### config.mk
export PLATFORM = sky130hd
export DESIGN_NAME = cam_table_access_arbiter
export DESIGN_NICKNAME = d
export VERILOG_FILES = /design/src/rtl/cam_arbiter_pkg.sv /design/src/rtl/round_robin_arbiter.sv /design/src/rtl/cam_table_access_arbiter.sv
export SDC_FILE = /design/constraint.sdc
export NUM_CORES = 1
export LEC_CHECK = 0
export CORE_MARGIN = 10
export CORE_UTILIZATION = 41
export CTS_CLUSTER_SIZE = 20
export DETAILED_ROUTE_END_ITERATION = 6
export PLACE_DENSITY = 0.76
export SYNTH_ARGS = -nofsm -noshare
export SYNTH_HDL_FRONTEND = slang
export SYNTH_SLANG_ARGS = --single-unit
### constraint.sdc
create_clock -name clock -period 2.5 [get_ports clock]
set_input_delay 0.5 -clock clock [delete_from_list [all_inputs] [get_ports clock]]
set_output_delay 0.5 -clock clock [all_outputs]
set_load 0.1 [all_outputs]
### src/rtl/cam_arbiter_pkg.sv
// Shared types for the CAM table access arbiter: FSM states, MAC width and
// transaction type.
package cam_arbiter_pkg;

  localparam int MAC_WIDTH = 48;

  typedef enum logic [1:0] {
    S_IDLE    = 2'd0,
    S_WRITE   = 2'd1,
    S_SCAN    = 2'd2,
    S_RESPOND = 2'd3
  } state_t;

  typedef enum logic {
    TXN_LOOKUP = 1'b0,
    TXN_LEARN  = 1'b1
  } txn_type_t;

endpackage

### src/rtl/round_robin_arbiter.sv
// Combinational round-robin pick: first asserted request at or after pointer,
// wrapping modulo NUMBER_OF_REQUESTERS.
module round_robin_arbiter #(
  parameter int NUMBER_OF_REQUESTERS = 2,
  parameter int INDEX_WIDTH          = 1
) (
  input  logic [NUMBER_OF_REQUESTERS-1:0] request,
  input  logic [INDEX_WIDTH-1:0]          pointer,
  output logic [NUMBER_OF_REQUESTERS-1:0] grant,
  output logic [INDEX_WIDTH-1:0]          grant_index,
  output logic                            grant_valid
);

  int                     candidate;
  logic [INDEX_WIDTH-1:0] candidate_index;

  always_comb begin
    grant           = '0;
    grant_index     = '0;
    grant_valid     = 1'b0;
    candidate       = 0;
    candidate_index = '0;
    for (int offset = 0; offset < NUMBER_OF_REQUESTERS; offset++) begin
      candidate = int'(pointer) + offset;
      if (candidate >= NUMBER_OF_REQUESTERS) candidate = candidate - NUMBER_OF_REQUESTERS;
      candidate_index = INDEX_WIDTH'(candidate);
      if (!grant_valid && request[candidate_index]) begin
        grant[candidate_index] = 1'b1;
        grant_index            = candidate_index;
        grant_valid            = 1'b1;
      end
    end
  end

endmodule

### src/rtl/cam_table_access_arbiter.sv
// Arbitrates learn/lookup transactions from several requesters onto the single
// MAC CAM table; one transaction in flight, one response per transaction.
//
// Handshake: a request transfers in the cycle where request_valid[i] and
// request_ready[i] are both high; request_ready is one-hot, combinational, and
// only asserted in S_IDLE without a table_clear. A requester may drop valid at
// any time before it is granted. response_valid[owner] pulses for one cycle,
// with response_hit/response_address valid in that cycle.
module cam_table_access_arbiter
  import cam_arbiter_pkg::*;
#(
  parameter int NUMBER_OF_REQUESTERS = 2,
  parameter int TABLE_DEPTH          = 16,
  parameter int ADDRESS_WIDTH        = 4,
  parameter int READ_LATENCY         = 2
) (
  input  logic                                           clock,
  input  logic                                           reset,
  input  logic [NUMBER_OF_REQUESTERS-1:0]                request_valid,
  input  logic [NUMBER_OF_REQUESTERS-1:0]                request_write,
  input  logic [NUMBER_OF_REQUESTERS-1:0][MAC_WIDTH-1:0] request_mac,
  input  logic [NUMBER_OF_REQUESTERS-1:0][ADDRESS_WIDTH-1:0] request_address,
  output logic [NUMBER_OF_REQUESTERS-1:0]                request_ready,
  output logic [NUMBER_OF_REQUESTERS-1:0]                response_valid,
  output logic                                           response_hit,
  output logic [ADDRESS_WIDTH-1:0]                       response_address,
  input  logic                                           table_clear,
  output logic                                           busy,
  output logic [ADDRESS_WIDTH-1:0]                       cam_table_read_address,
  input  logic [MAC_WIDTH-1:0]                           cam_table_read_data,
  output logic [ADDRESS_WIDTH-1:0]                       cam_table_write_address,
  output logic [MAC_WIDTH-1:0]                           cam_table_write_data,
  output logic                                           cam_table_write_data_valid,
  output logic [1:0]                                     debug_state
);

  localparam int INDEX_WIDTH = (NUMBER_OF_REQUESTERS > 1) ? $clog2(NUMBER_OF_REQUESTERS) : 1;

  state_t                                     state_q, state_d;
  logic [INDEX_WIDTH-1:0]                     pointer_q;
  logic [NUMBER_OF_REQUESTERS-1:0]            owner_q;
  logic [MAC_WIDTH-1:0]                       mac_q;
  logic [TABLE_DEPTH-1:0]                     entry_valid_q;
  logic                                       clear_pending_q;
  logic                                       issuing_q;
  logic [READ_LATENCY-1:0]                    tag_valid_q;
  logic [READ_LATENCY-1:0][ADDRESS_WIDTH-1:0] tag_addr_q;

  logic [NUMBER_OF_REQUESTERS-1:0] grant;
  logic [INDEX_WIDTH-1:0]          grant_index;
  logic                            grant_valid;
  logic                            accept;
  txn_type_t                       txn_type;
  logic                            scan_hit;
  logic                            scan_last;

  round_robin_arbiter #(
    .NUMBER_OF_REQUESTERS(NUMBER_OF_REQUESTERS),
    .INDEX_WIDTH         (INDEX_WIDTH)
  ) u_round_robin_arbiter (
    .request    (request_valid),
    .pointer    (pointer_q),
    .grant      (grant),
    .grant_index(grant_index),
    .grant_valid(grant_valid)
  );

  assign txn_type    = txn_type_t'(request_write[grant_index]);
  assign busy        = (state_q != S_IDLE);
  assign debug_state = state_q;

  // The oldest in-flight tag lines up with the data now on cam_table_read_data.
  assign scan_hit  = tag_valid_q[READ_LATENCY-1]
                     && (cam_table_read_data == mac_q)
                     && entry_valid_q[tag_addr_q[READ_LATENCY-1]];
  assign scan_last = tag_valid_q[READ_LATENCY-1]
                     && (tag_addr_q[READ_LATENCY-1] == ADDRESS_WIDTH'(TABLE_DEPTH - 1));

  always_ff @(posedge clock) begin
    if (reset) state_q <= S_IDLE;
    else       state_q <= state_d;
  end

  always_comb begin
    state_d       = state_q;
    accept        = 1'b0;
    request_ready = '0;
    case (state_q)
      S_IDLE: begin
        if (!table_clear && grant_valid) begin
          accept        = 1'b1;
          request_ready = grant;
          state_d       = (txn_type == TXN_LEARN) ? S_WRITE : S_SCAN;
        end
      end
      S_WRITE:   state_d = S_RESPOND;
      S_SCAN:    if (scan_hit || scan_last) state_d = S_RESPOND;
      S_RESPOND: state_d = S_IDLE;
      default:   state_d = S_IDLE;
    endcase
  end

  always_ff @(posedge clock) begin
    if (reset) begin
      pointer_q                  <= '0;
      owner_q                    <= '0;
      mac_q                      <= '0;
      entry_valid_q              <= '0;
      clear_pending_q            <= 1'b0;
      issuing_q                  <= 1'b0;
      tag_valid_q                <= '0;
      tag_addr_q                 <= '0;
      cam_table_read_address     <= '0;
      cam_table_write_address    <= '0;
      cam_table_write_data       <= '0;
      cam_table_write_data_valid <= 1'b0;
      response_valid             <= '0;
      response_hit               <= 1'b0;
      response_address           <= '0;
    end else begin
      cam_table_write_data_valid <= 1'b0;
      response_valid             <= '0;
      case (state_q)
        S_IDLE: begin
          if (table_clear) begin
            entry_valid_q <= '0;
          end else if (accept) begin
            pointer_q <= (grant_index == INDEX_WIDTH'(NUMBER_OF_REQUESTERS - 1))
                         ? '0 : grant_index + INDEX_WIDTH'(1);
            owner_q   <= grant;
            mac_q     <= request_mac[grant_index];
            if (txn_type == TXN_LEARN) begin
              cam_table_write_address    <= request_address[grant_index];
              cam_table_write_data       <= request_mac[grant_index];
              cam_table_write_data_valid <= (int'(request_address[grant_index]) < TABLE_DEPTH);
            end else begin
              cam_table_read_address <= '0;
              issuing_q              <= 1'b1;
            end
          end
        end
        S_WRITE: begin
          if (table_clear) clear_pending_q <= 1'b1;
          response_valid   <= owner_q;
          response_hit     <= cam_table_write_data_valid;
          response_address <= cam_table_write_data_valid ? cam_table_write_address : '0;
          if (cam_table_write_data_valid) entry_valid_q[cam_table_write_address] <= 1'b1;
        end
        S_SCAN: begin
          if (table_clear) clear_pending_q <= 1'b1;
          tag_valid_q[0] <= issuing_q;
          tag_addr_q[0]  <= cam_table_read_address;
          for (int stage = 1; stage < READ_LATENCY; stage++) begin
            tag_valid_q[stage] <= tag_valid_q[stage-1];
            tag_addr_q[stage]  <= tag_addr_q[stage-1];
          end
          if (issuing_q) begin
            if (cam_table_read_address == ADDRESS_WIDTH'(TABLE_DEPTH - 1)) issuing_q <= 1'b0;
            else cam_table_read_address <= cam_table_read_address + ADDRESS_WIDTH'(1);
          end
          if (scan_hit || scan_last) begin
            response_valid   <= owner_q;
            response_hit     <= scan_hit;
            response_address <= scan_hit ? tag_addr_q[READ_LATENCY-1] : '0;
            tag_valid_q      <= '0;
            issuing_q        <= 1'b0;
          end
        end
        S_RESPOND: begin
          // A clear deferred during the transaction lands before the next arbitration.
          if (table_clear || clear_pending_q) begin
            entry_valid_q   <= '0;
            clear_pending_q <= 1'b0;
          end
        end
        default: ;
      endcase
    end
  end

endmodule
Yosys cells after proc, flatten, opt, wreduce, memory -nomap -nowiden. Cells that the tools add are included.

Register bits: 145. Bits of input ports: 159. Output and inout port bits: 69. Logic and storage cells: 147.

$add $sub $neg: 5. Order comparisons: 10. Eq/ne operators: 17. Mux-type cells: 65. Bitwise logic cells: 5. Reductions and logical operators: 28.

Operators by type and width (count): 48-bit two-way mux (2); 48-bit equality test (1); 16-bit two-way mux (3); 16-bit case mux with 3 select lines (1); 4-bit two-way mux (10); 1-bit two-way mux (29); 2-bit != test, second input constant (10); 2-bit two-way mux (9); 16-bit OR (1); 4-bit case mux with 2 select lines (2); 4-bit AND reduction (3); 4-bit by 5-bit less-than comparator with 1-bit output, second input constant (2); 4-bit equality test, second input constant (2); 1-bit logical AND (8); 2-bit case mux with 4 select lines (1); 2-bit nonzero test (4); 1-bit by 2-bit less-than comparator with 1-bit output, second input constant (3); 1-bit case mux with 2 select lines (3); 3-bit AND reduction (2); 6-bit AND reduction (1); 4-bit by 1-bit adder with 4-bit output, second input constant (1); 1-bit binary-select mux with 4-bit select (1); 1-bit demux with 4-bit select (1); 2-bit equality test, second input constant (2); 20 further kinds (28).

Depth between registers and ports, before layout.
Word-level depth: 14. Depth in mapped cells: 10. Mapped depth without buffers: 9.

Hierarchy. Synthesis repeated with hierarchy kept, for this count alone.

Cells, all modules: 730. Area, all modules: 6660.1 µm².

Modules (own cells, without submodules): cam_table_access_arbiter (instances 1, cells an instance 725, area each 6627.6 µm², sequential area each 2902.8 µm²); round_robin_arbiter (instances 1, cells an instance 5, area each 32.5 µm², sequential area each 0.0 µm²).

Worst setup path after synthesis. OpenSTA, ideal clock, no wires.

Path type: register to output. Start: register state_q[0] (netlist: debug_state[0]). End: output request_ready[0]. Data arrival time: 3514 ps. Setup slack: -1514 ps. Stages on the path, launching flop included: 5. Cell sequence: dfxtp_1 inv_1 ha_1 nand2b_1 a211oi_1.

Longest elaborated chain between the ends: 2.

RTL lines: start: declaration (line cam_table_access_arbiter.sv:39) `state_t state_q, state_d;`; start signal: assignment (line cam_table_access_arbiter.sv:81) `else state_q <= state_d;`; 2-bit zero test (line cam_table_access_arbiter.sv:88) `case (state_q)`; 2-bit two-way mux (line cam_table_access_arbiter.sv:88); end: declaration (line cam_table_access_arbiter.sv:23) `output logic [NUMBER_OF_REQUESTERS-1:0] request_ready,`.

Every way passes these cells.

Worst setup path in the final report.
Start: register mac_q[36]. End: register state_q[1] (netlist: debug_state[1]).

Longest elaborated chain between the ends: 6.

RTL lines: start: declaration (line cam_table_access_arbiter.sv:42) `logic [MAC_WIDTH-1:0] mac_q;`; start signal: assignment (line cam_table_access_arbiter.sv:131) `mac_q <= request_mac[grant_index];`; 48-bit equality test (line cam_table_access_arbiter.sv:74) `&& (cam_table_read_data == mac_q)`; 1-bit logical AND (line cam_table_access_arbiter.sv:74); 1-bit logical AND (line cam_table_access_arbiter.sv:75) `&& entry_valid_q[tag_addr_q[READ_LATENCY-1]];`; 1-bit logical OR (line cam_table_access_arbiter.sv:97) `S_SCAN: if (scan_hit || scan_last) state_d = S_RESPOND;`; 2-bit != test (no line); 2-bit AND reduction (no line).

Every way passes these cells. A chain may end at the register's enable or synchronous reset.

==> results_dict.tcl <==
set metrics [dict create \
    netSwitchingFraction 0.403 \
    synth_nets 890 \
    dieArea_um2 21500 \
    ant_nets 0 \
    ctsLongestPathBuffers 2 \
    setup_slack_ns -0.0136 \
    clock_latency_ns 0.43 \
    root_buffer "clkbuf_16" \
    grt_pass1_vias 6325 \
    design.core.area_um2 15800 \
    fp.dieW_um 147 \
    dpl_cell_area_um2 9210 \
    fin_crit_sh 1.01 \
    drc 0 \
    initial_core_util 0.416 \
    peakVddDrop_mv 0.495 \
    grt_setup_unrepaired "yes" \
    cpMaxStageDelayCell "or4_4" \
    fmax_mhz 398 \
    drive_gt1_frac 0.172 \
    nFillCells 1346 \
    setup_viol 1 \
    end_kind "register" \
    crit_arrival_ns 2.80 \
    drtIter0Drc 347 \
    hold_violations 0 \
    crit_chain "xor2_2 > or4_1 > or4_4 > nor4_4 > a21oi_4 > a211oi_2 > a211oi_2" \
    status "finished with violations" \
    synth-seq-area-share 0.441 \
    critPathMaxFanout 6 \
    power_density_nw_per_um2 947 \
    slew_headroom 0.607 \
    hold_path_class "register to register" \
    overflow 0 \
    via_per_inst 5.16 \
    synth-edff-count 0 \
    wire_per_inst_um 17.8 \
    worst_pin_slew_ns 0.573 \
    ys_top_cells_by_area "dfxtp_1 (44%), a211oi_1 (12%), mux2i_1 (10%)" \
    maxSlewViolCount 0 \
    netlist_instances 725 \
    antenna_found_initial 2 \
    io_pins 228 \
    first_pass_iters 4 \
    synth_area_leader_cell "dfxtp_1" \
    fin_nets 1129 \
    synth_area_um2 6590 \
    synth.top_cell.area_share 0.441 \
    cts_tree "done" \
    die_y_um 147 \
    port-buffer-count 227 \
    grtUsageTotal 0.191 \
    cts.sinks 145 \
    grt_pass1_wl_um 33000 \
    power.internal_mw 5.61 \
    synth.avg_cell_area_um2 9.09 \
    final_cell_area_um2 9920 \
    htree_num_levels 4 \
    start_kind "register" \
    p_seq_frac 0.314 \
    worstPathRequired_ns 2.79 \
    gp_congestion 0.881 \
    postCtsHoldBufs 0 \
    numCtsBuffers 17 \
    yosys_register_bits 145 \
    period_minus_slack_ns 2.51 \
    path_class "register to register" \
    violations "setup timing" \
    drv_cap 0 \
    clock_skew_ns 0.00955 \
    synthFlopType "dfxtp_1" \
    clk_pin_slew_ns 0.06 \
    p_switching_mw 3.79 \
    cts_setup_buffers 0 \
    power.share.combinational 0.402 \
    power_frac_clock 0.284 \
    async_reset_ff_frac 0 \
    rows 46 \
    cp_slowest_stage_delay_ns 0.56 \
    hold_ws_ns 0.454 \
    cp_common_cell "a211oi_2" \
    syn_to_final_growth_pct 50.6 \
    leakage_nw 4.05 \
    drt-total-wl_um 21300 \
    yosysWarningCount 0 \
    yosysUniqueCellTypes 48 \
    grt_max_degree 98 \
    dp_hpwl_um 16700 \
    vias 6168 \
]
cells in the mapped netlist, types with 2 or more instances:
cell	number
o21ai_0	6
a221oi_1	3
nand2b_1	12
xnor2_1	13
o211ai_1	2
nand4_1	6
a21oi_1	25
nor2b_1	6
clkbuf_8	2
ha_1	6
xor2_1	31
inv_1	16
o2111ai_1	2
nand2_1	20
nand3_1	6
mux2i_1	66
a31oi_1	6
and2_1	3
mux4_2	4
nor2_1	147
nor3_1	7
and3_1	4
clkbuf_1	33
o211a_1	2
or4_1	4
nor3b_1	2
a211oi_1	105
dfxtp_1	145
nor4b_1	2
nor4_1	12
buf_1	10
through the flow:
| stage | utilization | setup slack [ns] | TNS, ns | instances | power, mW |
|---|---|---|---|---|---|
| 6_report | 0.627 | -0.0136 | -0.0136 | 1195 | 9.40 |
| 5_1_grt | 0.627 | -0.128 | -0.524 | 1194 | 9.84 |
| 4_1_cts | 0.622 | 0.0161 | 0 | 1193 | 9.41 |
| 3_5_place_dp | 0.582 | -0.526 | -4.08 | 1161 | 6.71 |
| 3_3_place_gp | 0.582 | -0.511 | -3.72 | 1161 | 6.66 |
| 2_1_floorplan | - | 0.00693 | 0 | 725 | 5.56 |
layer usage:
| metal | part of all wire | global-route usage | vias to the layer above |
|---|---|---|---|
| met2 | 0.50 | 0.333 | 191 |
| met4 | 0.022 | 0.0626 | 0 |
| met1 | 0.40 | 0.210 | 2855 |
| li1 | - | - | 3092 |
| met3 | 0.074 | 0.0682 | 30 |
| met5 | 0 | 0 | - |
cells in the final DEF, fill, tap and decap left out, types with 11 or more instances in the layout:
| cell type | synthesis | routed |
|---|---|---|
| clkbuf_16 | 0 | 17 |
| mux2i_1 | 66 | 66 |
| dfxtp_1 | 145 | 140 |
| buf_4 | 0 | 102 |
| inv_1 | 16 | 15 |
| nand2_1 | 20 | 20 |
| nand2b_1 | 12 | 12 |
| xnor2_1 | 13 | 13 |
| nor2_1 | 147 | 144 |
| xor2_1 | 31 | 28 |
| clkdlybuf4s50_1 | 0 | 153 |
| nor4_1 | 12 | 11 |
| a21oi_1 | 25 | 25 |
| a211oi_1 | 105 | 102 |
what timing repair did:
action                                 4_1_cts  5_1_grt
cloned                                       0        0
gates resized for setup                      3       15
setup endpoints to repair                    3        8
endpoints found under the hold margin        0        0
pin swaps                                    3        9
state kept, by name (all words and copies together) (netlist names):
signal                      cells
entry_valid_q                  16
response_hit                    1
owner_q                         2
tag_valid_q                     2
mac_q                          48
clear_pending_q                 1
issuing_q                       1
cam_table_read_address          4
debug_state                     2
response_valid                  2
cam_table_write_data_valid      1
response_address                4
cam_table_write_data           48
tag_addr_q                      8
cam_table_write_address         4
pointer_q                       1
cell families after synthesis:
family / after synthesis / synth area share
multiplexers: 70 / 0.114
flip-flops: 145 / 0.441
AND/OR/NAND/NOR: 239 / 0.166
XOR/XNOR: 44 / 0.0585
AO/OA/AOI/OAI: 158 / 0.169
adder cells (fa/ha/maj): 6 / 0.0114
buffers and inverters: 63 / 0.0403
worst paths after layout:
path	startpoint	to	slack [ns]	depth (start not counted)
hold reg to reg	owner_q[0]$_SDFFE_PP0P_	response_valid[0]$_SDFF_PP0_	0.45	1
setup / recovery	mac_q[36]$_SDFFE_PP0P_	debug_state[1]$_SDFFE_PP0P_	-0.01	7
hold / removal	owner_q[0]$_SDFFE_PP0P_	response_valid[0]$_SDFF_PP0_	0.45	1
setup reg to reg	mac_q[36]$_SDFFE_PP0P_	debug_state[1]$_SDFFE_PP0P_	-0.01	7
power groups by stage:
stage               combinational, mW  clock, mW  sequential [mW]
detailed placement               3.72          0             2.99
CTS                              3.75       2.71             2.94
global route                     4.03       2.82             3.00
finish                           3.78       2.67             2.95
floorplan                        1.53          0             4.03
global placement                 3.68          0             2.97
worst max-delay path, delay by kind of cell (launching register included):
| family | cells | cell delay (ns) |
|---|---|---|
| xor gates and xnor gates | 1 | 0.18 |
| and+or+nand+nor | 3 | 1.39 |
| AOI/OAI and AO/OA | 3 | 0.45 |
| DFF | 1 | 0.34 |
layout make-up:
cell class                 instances  area, µm²  area share
inverter                          16       63.8     0.00643
multi-input combinational        517       3540       0.357
timing repair buffer             267       2510       0.253
clock buffer                      19        433      0.0436
sequential                       145       2910       0.294
clock inverter                    13        186      0.0188
tap                              216        270      0.0272
antenna                            2       5.00    0.000504
No activity file was read; power rests on OpenSTA's default activity.
